$ cat config.mk
export PLATFORM = sky130hd
export DESIGN_NAME = wb_cache_param_flat
export DESIGN_NICKNAME = d
export VERILOG_FILES = /design/src/rtl/cache_pkg.sv /design/src/rtl/wb_cache_param_if.sv /design/src/rtl/cache_line_store.sv /design/src/rtl/wb_cache_param.sv /design/src/flat_wrapper.sv
export SDC_FILE = /design/constraint.sdc
export NUM_CORES = 2
export LEC_CHECK = 0
export BUFFER_PORTS_ARGS = -buffer_cell sky130_fd_sc_hd__buf_2
export CORE_MARGIN = 8
export CORE_UTILIZATION = 35
export CTS_CLUSTER_SIZE = 20
export DETAILED_ROUTE_END_ITERATION = 12
export PLACE_DENSITY_LB_ADDON = 0.1
export RECOVER_POWER = 100
export SLEW_MARGIN = 5
export SYNTH_ARGS = -nofsm -noshare
export SYNTH_HDL_FRONTEND = slang
export SYNTH_MEMORY_MAX_BITS = 65536
export SYNTH_SLANG_ARGS = --single-unit
$ cat constraint.sdc
create_clock -name clk -period 5.03 [get_ports clk]
set_clock_uncertainty 0.2 [all_clocks]
set_input_delay 0.7545 -clock clk [delete_from_list [all_inputs] [get_ports clk]]
set_output_delay 0.7545 -clock clk [all_outputs]
set_load 0.02 [all_outputs]
$ cat src/rtl/cache_pkg.sv
// Shared types and helpers for the parametrised write-back data cache.
package cache_pkg;

  typedef enum logic [1:0] {
    IDLE      = 2'd0,
    WRITEBACK = 2'd1,
    REFILL    = 2'd2
  } cache_state_t;

  localparam int unsigned FIELD_MAX_W = 64;

  // Extract a field of 'width' bits starting at bit 'lsb' of a word address.
  function automatic logic [FIELD_MAX_W-1:0] addr_field(
    input logic [FIELD_MAX_W-1:0] addr,
    input int unsigned            lsb,
    input int unsigned            width
  );
    logic [FIELD_MAX_W-1:0] mask;
    mask = (width >= FIELD_MAX_W) ? '1
                                  : ((FIELD_MAX_W'(1) << width) - FIELD_MAX_W'(1));
    return (addr >> lsb) & mask;
  endfunction

endpackage

$ cat src/rtl/wb_cache_param_if.sv
// Block-wide memory-side handshake between the cache (master) and main memory (slave).
interface wb_cache_param_if #(
  parameter int unsigned DATA_W   = 32,
  parameter int unsigned ADDR_W   = 10,
  parameter int unsigned OFFSET_W = 2
);
  localparam int unsigned BLOCK_W = DATA_W << OFFSET_W;
  localparam int unsigned BADDR_W = ADDR_W - OFFSET_W;

  logic               mm_req;
  logic               mm_we;
  logic [BADDR_W-1:0] mm_addr;
  logic [BLOCK_W-1:0] mm_wblock;
  logic [BLOCK_W-1:0] mm_rblock;
  logic               mm_ready;

  modport master (
    output mm_req, mm_we, mm_addr, mm_wblock,
    input  mm_rblock, mm_ready
  );

  modport slave (
    input  mm_req, mm_we, mm_addr, mm_wblock,
    output mm_rblock, mm_ready
  );
endinterface

$ cat src/rtl/cache_line_store.sv
// Valid/dirty/tag/data arrays of a direct-mapped cache: async line read,
// word write (sets dirty) and line refill (sets valid, clears dirty).
module cache_line_store #(
  parameter  int unsigned DATA_W   = 32,
  parameter  int unsigned INDEX_W  = 5,
  parameter  int unsigned OFFSET_W = 2,
  parameter  int unsigned TAG_W    = 3,
  localparam int unsigned BLOCK_W  = DATA_W << OFFSET_W
) (
  input  logic                clk,
  input  logic                rst_n,
  input  logic [INDEX_W-1:0]  rd_index,
  output logic                rd_valid_c,
  output logic                rd_dirty_c,
  output logic [TAG_W-1:0]    rd_tag_c,
  output logic [BLOCK_W-1:0]  rd_block_c,
  input  logic                wr_en,
  input  logic [INDEX_W-1:0]  wr_index,
  input  logic [OFFSET_W-1:0] wr_offset,
  input  logic [DATA_W-1:0]   wr_data,
  input  logic                fill_en,
  input  logic [INDEX_W-1:0]  fill_index,
  input  logic [TAG_W-1:0]    fill_tag,
  input  logic [BLOCK_W-1:0]  fill_block
);
  localparam int unsigned LINES = 1 << INDEX_W;

  logic [LINES-1:0]   valid_q;
  logic [LINES-1:0]   dirty_q;
  logic [TAG_W-1:0]   tag_q  [LINES];
  logic [BLOCK_W-1:0] data_q [LINES];

  assign rd_valid_c = valid_q[rd_index];
  assign rd_dirty_c = dirty_q[rd_index];
  assign rd_tag_c   = tag_q[rd_index];
  assign rd_block_c = data_q[rd_index];

  // Line status bits are the only state cleared by reset.
  always_ff @(posedge clk or negedge rst_n) begin
    if (!rst_n) begin
      valid_q <= '0;
      dirty_q <= '0;
    end else if (fill_en) begin
      valid_q[fill_index] <= 1'b1;
      dirty_q[fill_index] <= 1'b0;
    end else if (wr_en) begin
      dirty_q[wr_index] <= 1'b1;
    end
  end

  always_ff @(posedge clk) begin
    if (fill_en) begin
      tag_q[fill_index]  <= fill_tag;
      data_q[fill_index] <= fill_block;
    end else if (wr_en) begin
      data_q[wr_index][32'(wr_offset) * DATA_W +: DATA_W] <= wr_data;
    end
  end

endmodule

$ cat src/rtl/wb_cache_param.sv
// Direct-mapped write-back, write-allocate data cache with a block-wide
// request/ready memory port and saturating hit/miss counters.
module wb_cache_param
  import cache_pkg::*;
#(
  parameter int unsigned DATA_W   = 32,
  parameter int unsigned ADDR_W   = 10,
  parameter int unsigned INDEX_W  = 5,
  parameter int unsigned OFFSET_W = 2,
  parameter int unsigned CNT_W    = 16
) (
  input  logic                clk,
  input  logic                rst_n,
  input  logic                mem_read,
  input  logic                mem_write,
  input  logic [ADDR_W-1:0]   word_address,
  input  logic [DATA_W-1:0]   data_in,
  output logic                stall,
  output logic [DATA_W-1:0]   data_out,
  wb_cache_param_if.master    mm,
  output logic [CNT_W-1:0]    hit_cnt,
  output logic [CNT_W-1:0]    miss_cnt
);
  localparam int unsigned TAG_W   = ADDR_W - INDEX_W - OFFSET_W;
  localparam int unsigned BLOCK_W = DATA_W << OFFSET_W;
  localparam int unsigned BADDR_W = ADDR_W - OFFSET_W;

  if (ADDR_W <= INDEX_W + OFFSET_W) begin : g_geom_check
    $error("wb_cache_param: ADDR_W must exceed INDEX_W + OFFSET_W");
  end

  cache_state_t state_q, state_d;

  logic [TAG_W-1:0]    req_tag;
  logic [INDEX_W-1:0]  req_index;
  logic [OFFSET_W-1:0] req_offset;
  logic                req_c;
  logic                hit_c;

  logic                rd_valid_c;
  logic                rd_dirty_c;
  logic [TAG_W-1:0]    rd_tag_c;
  logic [BLOCK_W-1:0]  rd_block_c;

  logic                mm_req_c;
  logic                mm_we_c;
  logic [BADDR_W-1:0]  mm_addr_c;
  logic                wr_en_c;
  logic                fill_en_c;
  logic                hit_inc_c;
  logic                miss_inc_c;

  assign req_offset = OFFSET_W'(addr_field(FIELD_MAX_W'(word_address), 0, OFFSET_W));
  assign req_index  = INDEX_W'(addr_field(FIELD_MAX_W'(word_address), OFFSET_W, INDEX_W));
  assign req_tag    = TAG_W'(addr_field(FIELD_MAX_W'(word_address), INDEX_W + OFFSET_W, TAG_W));

  cache_line_store #(
    .DATA_W   (DATA_W),
    .INDEX_W  (INDEX_W),
    .OFFSET_W (OFFSET_W),
    .TAG_W    (TAG_W)
  ) u_store (
    .clk        (clk),
    .rst_n      (rst_n),
    .rd_index   (req_index),
    .rd_valid_c (rd_valid_c),
    .rd_dirty_c (rd_dirty_c),
    .rd_tag_c   (rd_tag_c),
    .rd_block_c (rd_block_c),
    .wr_en      (wr_en_c),
    .wr_index   (req_index),
    .wr_offset  (req_offset),
    .wr_data    (data_in),
    .fill_en    (fill_en_c),
    .fill_index (req_index),
    .fill_tag   (req_tag),
    .fill_block (mm.mm_rblock)
  );

  assign req_c    = mem_read | mem_write;
  assign hit_c    = req_c & rd_valid_c & (rd_tag_c == req_tag);
  assign data_out = rd_block_c[32'(req_offset) * DATA_W +: DATA_W];
  assign stall    = (state_q != IDLE) | (req_c & ~hit_c);

  assign mm.mm_req    = mm_req_c;
  assign mm.mm_we     = mm_we_c;
  assign mm.mm_addr   = mm_addr_c;
  assign mm.mm_wblock = rd_block_c;

  always_ff @(posedge clk or negedge rst_n) begin
    if (!rst_n) state_q <= IDLE;
    else        state_q <= state_d;
  end

  // Next state, memory request and array write enables.
  always_comb begin
    state_d    = state_q;
    mm_req_c   = 1'b0;
    mm_we_c    = 1'b0;
    mm_addr_c  = {req_tag, req_index};
    wr_en_c    = 1'b0;
    fill_en_c  = 1'b0;
    hit_inc_c  = 1'b0;
    miss_inc_c = 1'b0;
    case (state_q)
      IDLE: begin
        if (hit_c) begin
          hit_inc_c = 1'b1;
          wr_en_c   = mem_write;
        end else if (req_c) begin
          miss_inc_c = 1'b1;
          state_d    = (rd_valid_c && rd_dirty_c) ? WRITEBACK : REFILL;
        end
      end
      WRITEBACK: begin
        mm_req_c  = 1'b1;
        mm_we_c   = 1'b1;
        mm_addr_c = {rd_tag_c, req_index};
        if (mm.mm_ready) state_d = REFILL;
      end
      REFILL: begin
        mm_req_c = 1'b1;
        if (mm.mm_ready) begin
          fill_en_c = 1'b1;
          state_d   = IDLE;
        end
      end
      default: state_d = IDLE;
    endcase
  end

  // Saturating statistics counters.
  always_ff @(posedge clk or negedge rst_n) begin
    if (!rst_n) begin
      hit_cnt  <= '0;
      miss_cnt <= '0;
    end else begin
      if (hit_inc_c && (hit_cnt != '1))   hit_cnt  <= hit_cnt + CNT_W'(1);
      if (miss_inc_c && (miss_cnt != '1)) miss_cnt <= miss_cnt + CNT_W'(1);
    end
  end

endmodule

$ cat src/flat_wrapper.sv
// flat-port wrapper written by rule: the top's interface ports become plain ports
module wb_cache_param_flat import cache_pkg::*;
#(
  parameter int unsigned DATA_W   = 32,
  parameter int unsigned ADDR_W   = 10,
  parameter int unsigned INDEX_W  = 5,
  parameter int unsigned OFFSET_W = 2,
  parameter int unsigned CNT_W    = 16
)
  (clk, rst_n, mem_read, mem_write, word_address, data_in, stall, data_out, hit_cnt, miss_cnt, mm_mm_req, mm_mm_we, mm_mm_addr, mm_mm_wblock, mm_mm_rblock, mm_mm_ready);
  wb_cache_param_if #(.DATA_W(DATA_W), .ADDR_W(ADDR_W), .OFFSET_W(OFFSET_W)) mm_i ();
  input  logic clk;
  input  logic rst_n;
  input  logic mem_read;
  input  logic mem_write;
  input  logic [ADDR_W-1:0] word_address;
  input  logic [DATA_W-1:0] data_in;
  output logic stall;
  output logic [DATA_W-1:0] data_out;
  output logic [CNT_W-1:0] hit_cnt;
  output logic [CNT_W-1:0] miss_cnt;
  output wire logic [$bits(mm_i.mm_req)-1:0] mm_mm_req;
  output wire logic [$bits(mm_i.mm_we)-1:0] mm_mm_we;
  output wire logic [$bits(mm_i.mm_addr)-1:0] mm_mm_addr;
  output wire logic [$bits(mm_i.mm_wblock)-1:0] mm_mm_wblock;
  input wire logic [$bits(mm_i.mm_rblock)-1:0] mm_mm_rblock;
  input wire logic [$bits(mm_i.mm_ready)-1:0] mm_mm_ready;
  assign mm_mm_req = mm_i.mm_req;
  assign mm_mm_we = mm_i.mm_we;
  assign mm_mm_addr = mm_i.mm_addr;
  assign mm_mm_wblock = mm_i.mm_wblock;
  assign mm_i.mm_rblock = mm_mm_rblock;
  assign mm_i.mm_ready = mm_mm_ready;
  wb_cache_param #(.DATA_W(DATA_W), .ADDR_W(ADDR_W), .INDEX_W(INDEX_W), .OFFSET_W(OFFSET_W), .CNT_W(CNT_W)) u_core (.clk(clk), .rst_n(rst_n), .mem_read(mem_read), .mem_write(mem_write), .word_address(word_address), .data_in(data_in), .stall(stall), .data_out(data_out), .mm(mm_i), .hit_cnt(hit_cnt), .miss_cnt(miss_cnt));
endmodule
## Word-level counts from Yosys, hierarchy flattened

Memory sizes are Yosys's and may differ from the RTL's.
Index checks and enable logic that the tools add are counted.

| operators by class | value |
|---|---|
| $add $sub $neg | 3 |
| $lt $le $gt $ge | 2 |
| equality and inequality tests | 9 |
| shift-type cells | 3 |
| multiplexer cells | 159 |
| bitwise logic cells | 138 |
| reduce and logical (&&, ||, !) cells | 9 |

Operators by type and width:

| kind | count |
|---|---|
| 1-bit two-way mux | 146 |
| 1-bit bitwise OR | 130 |
| 128-bit two-way mux | 1 |
| 32-bit by 34-bit variable shift with 128-bit output (first input constant) | 1 |
| 128-bit by 8-bit variable part select with 32-bit output | 1 |
| 32-bit by 34-bit variable part select with 128-bit output | 1 |
| 32-bit two-way mux | 2 |
| 32-bit bitwise OR | 2 |
| 7-bit negator with 34-bit output | 1 |
| 16-bit by 1-bit adder with 16-bit output (second input constant) | 2 |
| 32-bit bitwise AND | 1 |
| 16-bit inequality test (second input constant) | 2 |
| 32-bit inverter | 1 |
| 1-bit binary-select mux with 5-bit select | 2 |
| 2-bit two-way mux | 5 |
| 8-bit two-way mux | 1 |
| 5-bit by 6-bit < comparator with 1-bit output (second input constant) | 1 |
| 2-bit inequality test (second input constant) | 3 |
| 2-bit case mux with 3 select lines | 1 |
| 1-bit demux with 5-bit select | 1 |
| 5-bit by 1-bit greater-or-equal comparator with 1-bit output (second input constant) | 1 |
| 1-bit logical AND | 4 |
| 4-bit AND reduction | 1 |
| 2-bit nonzero test | 2 |
| other kinds (8) | 10 |

| word-level totals | value |
|---|---|
| flip-flop bits (word level) | 98 |
| memory bits (writable) | 4192 |
| output and inout port bits | 203 |
| memories | 2 |

Memory list:

| name | words | width | read ports | clocked after Yosys merged registers in | write ports | RTL line | RTL |
|---|---|---|---|---|---|---|---|
| u_core.u_store.data_q | 32 | 128 | 1 | 0 | 1 | cache_line_store.sv:31 | `logic [BLOCK_W-1:0] data_q [LINES];` |
| u_core.u_store.tag_q | 32 | 3 | 1 | 0 | 1 | cache_line_store.sv:30 | `logic [TAG_W-1:0] tag_q [LINES];` |

## Logic depth before layout (Yosys ltp)

| logic depth | value |
|---|---|
| depth after elaboration | 10 |
| depth in mapped cells | 14 |
| gate-level depth less buffers | 8 |

## By module

From an unflattened synthesis, not the netlist that was laid out.

| unflattened totals | value |
|---|---|
| cells, all modules | 7709 |
| area total of the unflattened synthesis | 165174.7 µm² |

Modules (own cells, without submodules):

| module | times used | cells an instance | area an instance (µm²) |
|---|---|---|---|
| cache_line_store | 1 | 7483 | 162505.9 |
| wb_cache_param | 1 | 226 | 2668.8 |

## Worst setup path after synthesis

OpenSTA, ideal clock, no wires.

| timing | value |
|---|---|
| path type | input to register |
| start | input port word_address[3] |
| end | memory u_core.u_store.data_q[0][94] in the netlist's numbering (data pin) |
| setup time | 0.467 ns |
| data arrival time | 4.097 ns |
| slack | 0.266 ns |
| stages | 12 |
| cells stage by stage | buf_6 -> or2_1 -> buf_2 -> o32a_1 -> a2bb2oi_1 -> o2111ai_2 -> xnor2_2 -> nand4_2 -> buf_6 -> buf_2 -> clkbuf_1 -> o31ai_1 |

| on the way | value |
|---|---|
| longest elaborated chain between the ends | 10 |
| elaborated cells on any way between the ends | 12 |
| those cells by class | eq/ne (1); mux (8); bitwise (2); memory (1) |

RTL lines:

| element | RTL line | RTL |
|---|---|---|
| from (decl) | flat_wrapper.sv:16 | `input logic [ADDR_W-1:0] word_address;` |
| parallel branches: the longest is 3 deep, another holds memory read 32 x 3 bit | n/a |  |
| 1-bit bitwise AND * | wb_cache_param.sv:81 | `assign hit_c = req_c & rd_valid_c & (rd_tag_c == req_tag);` |
| 1-bit two-way mux * | wb_cache_param.sv:107 | `if (hit_c) begin` |
| 1-bit two-way mux * | wb_cache_param.sv:105 | `case (state_q)` |
| 1-bit two-way mux * | cache_line_store.sv:55 | `end else if (wr_en) begin` |
| 1-bit two-way mux * | cache_line_store.sv:52 | `if (fill_en) begin` |
| 128-bit two-way mux (implied by the code) * | cache_line_store.sv:56 | `data_q[wr_index][32'(wr_offset) * DATA_W +: DATA_W] <= wr_data;` |
| 1-bit two-way mux (no source line) * | n/a |  |
| to (decl) | cache_line_store.sv:31 |  |

Every way passes the cells marked *. The select of a mux whose other input is x is not followed.

## Worst setup path after layout

| timing | value |
|---|---|
| start | input port word_address[2] |
| end | output port data_out[24] |

| on the way | value |
|---|---|
| longest elaborated chain between the ends | 2 |

RTL lines:

| element | RTL line | RTL |
|---|---|---|
| memory read 32 x 128 bit | n/a |  |
| 128-bit by 8-bit variable part select with 32-bit output | wb_cache_param.sv:82 | `assign data_out = rd_block_c[32'(req_offset) * DATA_W +: DATA_W];` |
| to (decl) | flat_wrapper.sv:19 | `output logic [DATA_W-1:0] data_out;` |

Every way passes these cells.

==> impl_metrics.ini <==
[timing]
period_share_pct = 99.09
period_needed_ns = 4.984
drv_slew = 232
rsz0062_at_grt = no
tightest_slew_ns = 3.167
slew-limit-headroom_pct = -111.1
hold_ws_ns = 0.1125
hold_viol = 0
fin_ws_ns = 0.04552
fmax_mhz = 200.6
setup_viol = 0

[place]
dp_hpwl_mm = 403.5
io_buffers = 377
placed_area_sq_um = 186400
place_ws_ns = -0.5616
routabilityCongestion = 0.8908

[power_and_ir_drop]
p_clk_share_pct = 41.3
intPower_mw = 61.34
vdd_drop_max_v = 0.0002961
p_leak_nw = 63.83
seqPwrFrac_pct = 49.4
p_per_area_nw_per_um2 = 400.5
switching_power_mw = 19.46
power_frac_comb_pct = 9.3
p_sw_share_pct = 24.08

[critical_path]
cp.required_ns = 4.08
rr_endpoint = u_core.u_store.valid_q[7]$_DFFE_PN0P_
end_kind = output pin
arrival_ns = 4.03
r2r_slack_ns = 0.44
path_max_fanout = 27
r2r_start = u_core.state_q[0]$_DFFE_PN0P_
startpoint = word_address[2]
critPathKind = in -> out
r2r_cells = 6
critPathLaunchType = input port

[route]
routedWlPerCell_um = 39.75
drtAntennaViolNets = 0
firstDrtPassIters = 6
drtIter0Drc = 10660
viasPerCell = 5.777
drt-total-wl_mm = 616.6
drc = 0
vias = 89610

[clock_network]
cts.sinks = 4290
tritoncts = done
cts_made_buffers = 465
htreeDepth = 5
cts-root-buf = clkbuf_16
clk_path_buf_depth = 4
clk_pin_slew_worst_paths_ns = 0.06
clk-insertion-delay-late_ns = 1.02

[synthesis]
netlist_instances = 7506
async_flop_share_pct = 2.284
synth_area_sq_um = 165000
ys_ff_latch = 4290
seq_area_frac_synth_pct = 77.78
synth_nets = 7691
yosysUniqueCellTypes = 62
synth_flop_cell = edfxtp_1
synth.avg_cell_area_sq_um = 21.98
synth-edff-count = 4192
synth_warnings = 0

[finish]
drive_gt1_share_pct = 36.26
fin_area_sq_um = 201700
final_util_pct = 42.91
nFillCells = 40590
final_common_cell = edfxtp_1
area_delta_synth_final_pct = 22.27
nets = 9031
final_cell_mix = 4192 x edfxtp_1, 1058 x mux4_2, 608 x buf_4, 508 x a22oi_1, 473 x clkbuf_16

[floorplanning]
initial_utilization_pct = 35.10
die_w_um = 702.6
die_area_sq_um = 493600
row_count = 252
core_sq_um = 470100
io_pins = 378
die_h_um = 702.6

[global_routing]
grt_overflow = 0
grt_pass1_vias = 89780
antenna_found_initial = 84
grt_usage_pct = 24.41
grt_max_degree = 85
grt_pass1_wl_mm = 820.2

[min_path]
whs_path_depth = 4
hold_start = mm_mm_rblock[72]
hold_path_class = in -> reg
hold_end = u_core.u_store.data_q[31][72]$_DFFE_PP_

[status]
violations = capacitance limit, slew limit
status = finished with violations

[flow_run]
maxCapViolCount = 5
kinds of logic (layout without fill, tap and decap cells):
kind of cell             Yosys count  after routing  synth area share, %
multiplexers                    1139           1139                14.94
flip-flops                      4290           4290                77.78
other                              0             60                    0
adder cells (fa/ha/maj)           10             10              0.07584
buffers and inverters            485           2208                1.288
AND/OR/NAND/NOR                  636            636                1.871
XOR/XNOR                          31             31               0.1782
AO/OA/AOI/OAI                    915            915                3.867
cell type report:
type                    count  area (sq um)  share of cell area, %
flip-flops and latches   4290        128300                  63.62
multi-input cells        2731         37160                  18.42
repair buffers           1351         13610                  6.746
clock buffers             571         12180                  6.038
well taps                6223          7786                  3.860
clock inverters           279          2481                  1.230
diodes                     60         150.1                0.07443
inverters                   7         26.28                0.01303
stage by stage:
step | setup TNS [ns] | total power, mW | cells
after floorplan | 0 | 43.63 | 7506
after global placement | -57.55 | 48.05 | 14550
after detailed placement | -46.49 | 48.13 | 14560
after CTS | -0.1776 | 81.43 | 15440
after global routing | 0 | 82.94 | 15460
final | 0 | 80.79 | 15510
per-layer routing:
metal / share of wire, % / global-route usage, % / vias to the layer above
li1: - / - / 34970
met3: 8.7 / 6.270 / 764
met4: 3.2 / 6.783 / 28
met2: 47 / 38.80 / 4084
met1: 41 / 33.39 / 49760
met5: 0.032 / 0 / -
how the worst max path moves through the flow:
stage / end
CTS: data_out[20]
detailed placement: data_out[20]
global route: data_out[18]
global placement: data_out[20]
finish: data_out[24]
floorplan: u_core.u_store.data_q[0][94]$_DFFE_PP_
flip-flops by register name, indices dropped and copies added (netlist names), named ones only:
name / cells
u_core.state_q: 2
u_core.hit_cnt: 16
u_core.u_store.valid_q: 32
u_core.u_store.data_q: 4096
u_core.miss_cnt: 16
u_core.u_store.tag_q: 96
worst max-delay path: stages:
cell and delay (ns):
buf_16 0.19, buf_4 0.22, buf_16 0.26, buf_4 0.23, mux4_2 0.56, a22oi_1 0.21
nand4_1 0.29, buf_6 0.27, mux4_2 0.60, buf_2 0.21
cell usage after synthesis (47+ instances only):
library cell	instances	area, sq um
buf_2	136	680.7
clkbuf_1	250	938.4
buf_1	65	244.0
mux2i_1	76	760.7
nand2_1	184	690.7
dfrtp_1	98	2452
nor2_1	184	690.7
a22oi_1	516	3874
o21ai_1	47	235.2
mux4_2	1058	23830
o21ai_0	159	795.8
nand4_1	141	882.1
o31ai_1	128	960.9
edfxtp_1	4192	125900
power by group through the flow:
stage,Clock (mW),Combinational [mW],Sequential [mW]
after global routing,35.2,7.80,39.9
after global placement,0,7.42,40.6
after CTS,34.0,7.56,39.9
final,33.4,7.52,39.9
after detailed placement,0,7.48,40.6
after floorplan,0,2.96,40.7
timing repair:
item | CTS | global route
setup buffers | 27 | 6
cloned | 0 | 3
resized for setup | 17 | 8
endpoints found under the setup margin | 20 | 15
hold buffers | 8 | 0
hold endpoints to repair | 49 | 0
pin swaps | 20 | 5
Note: power is estimated with default switching activity, not from simulation.
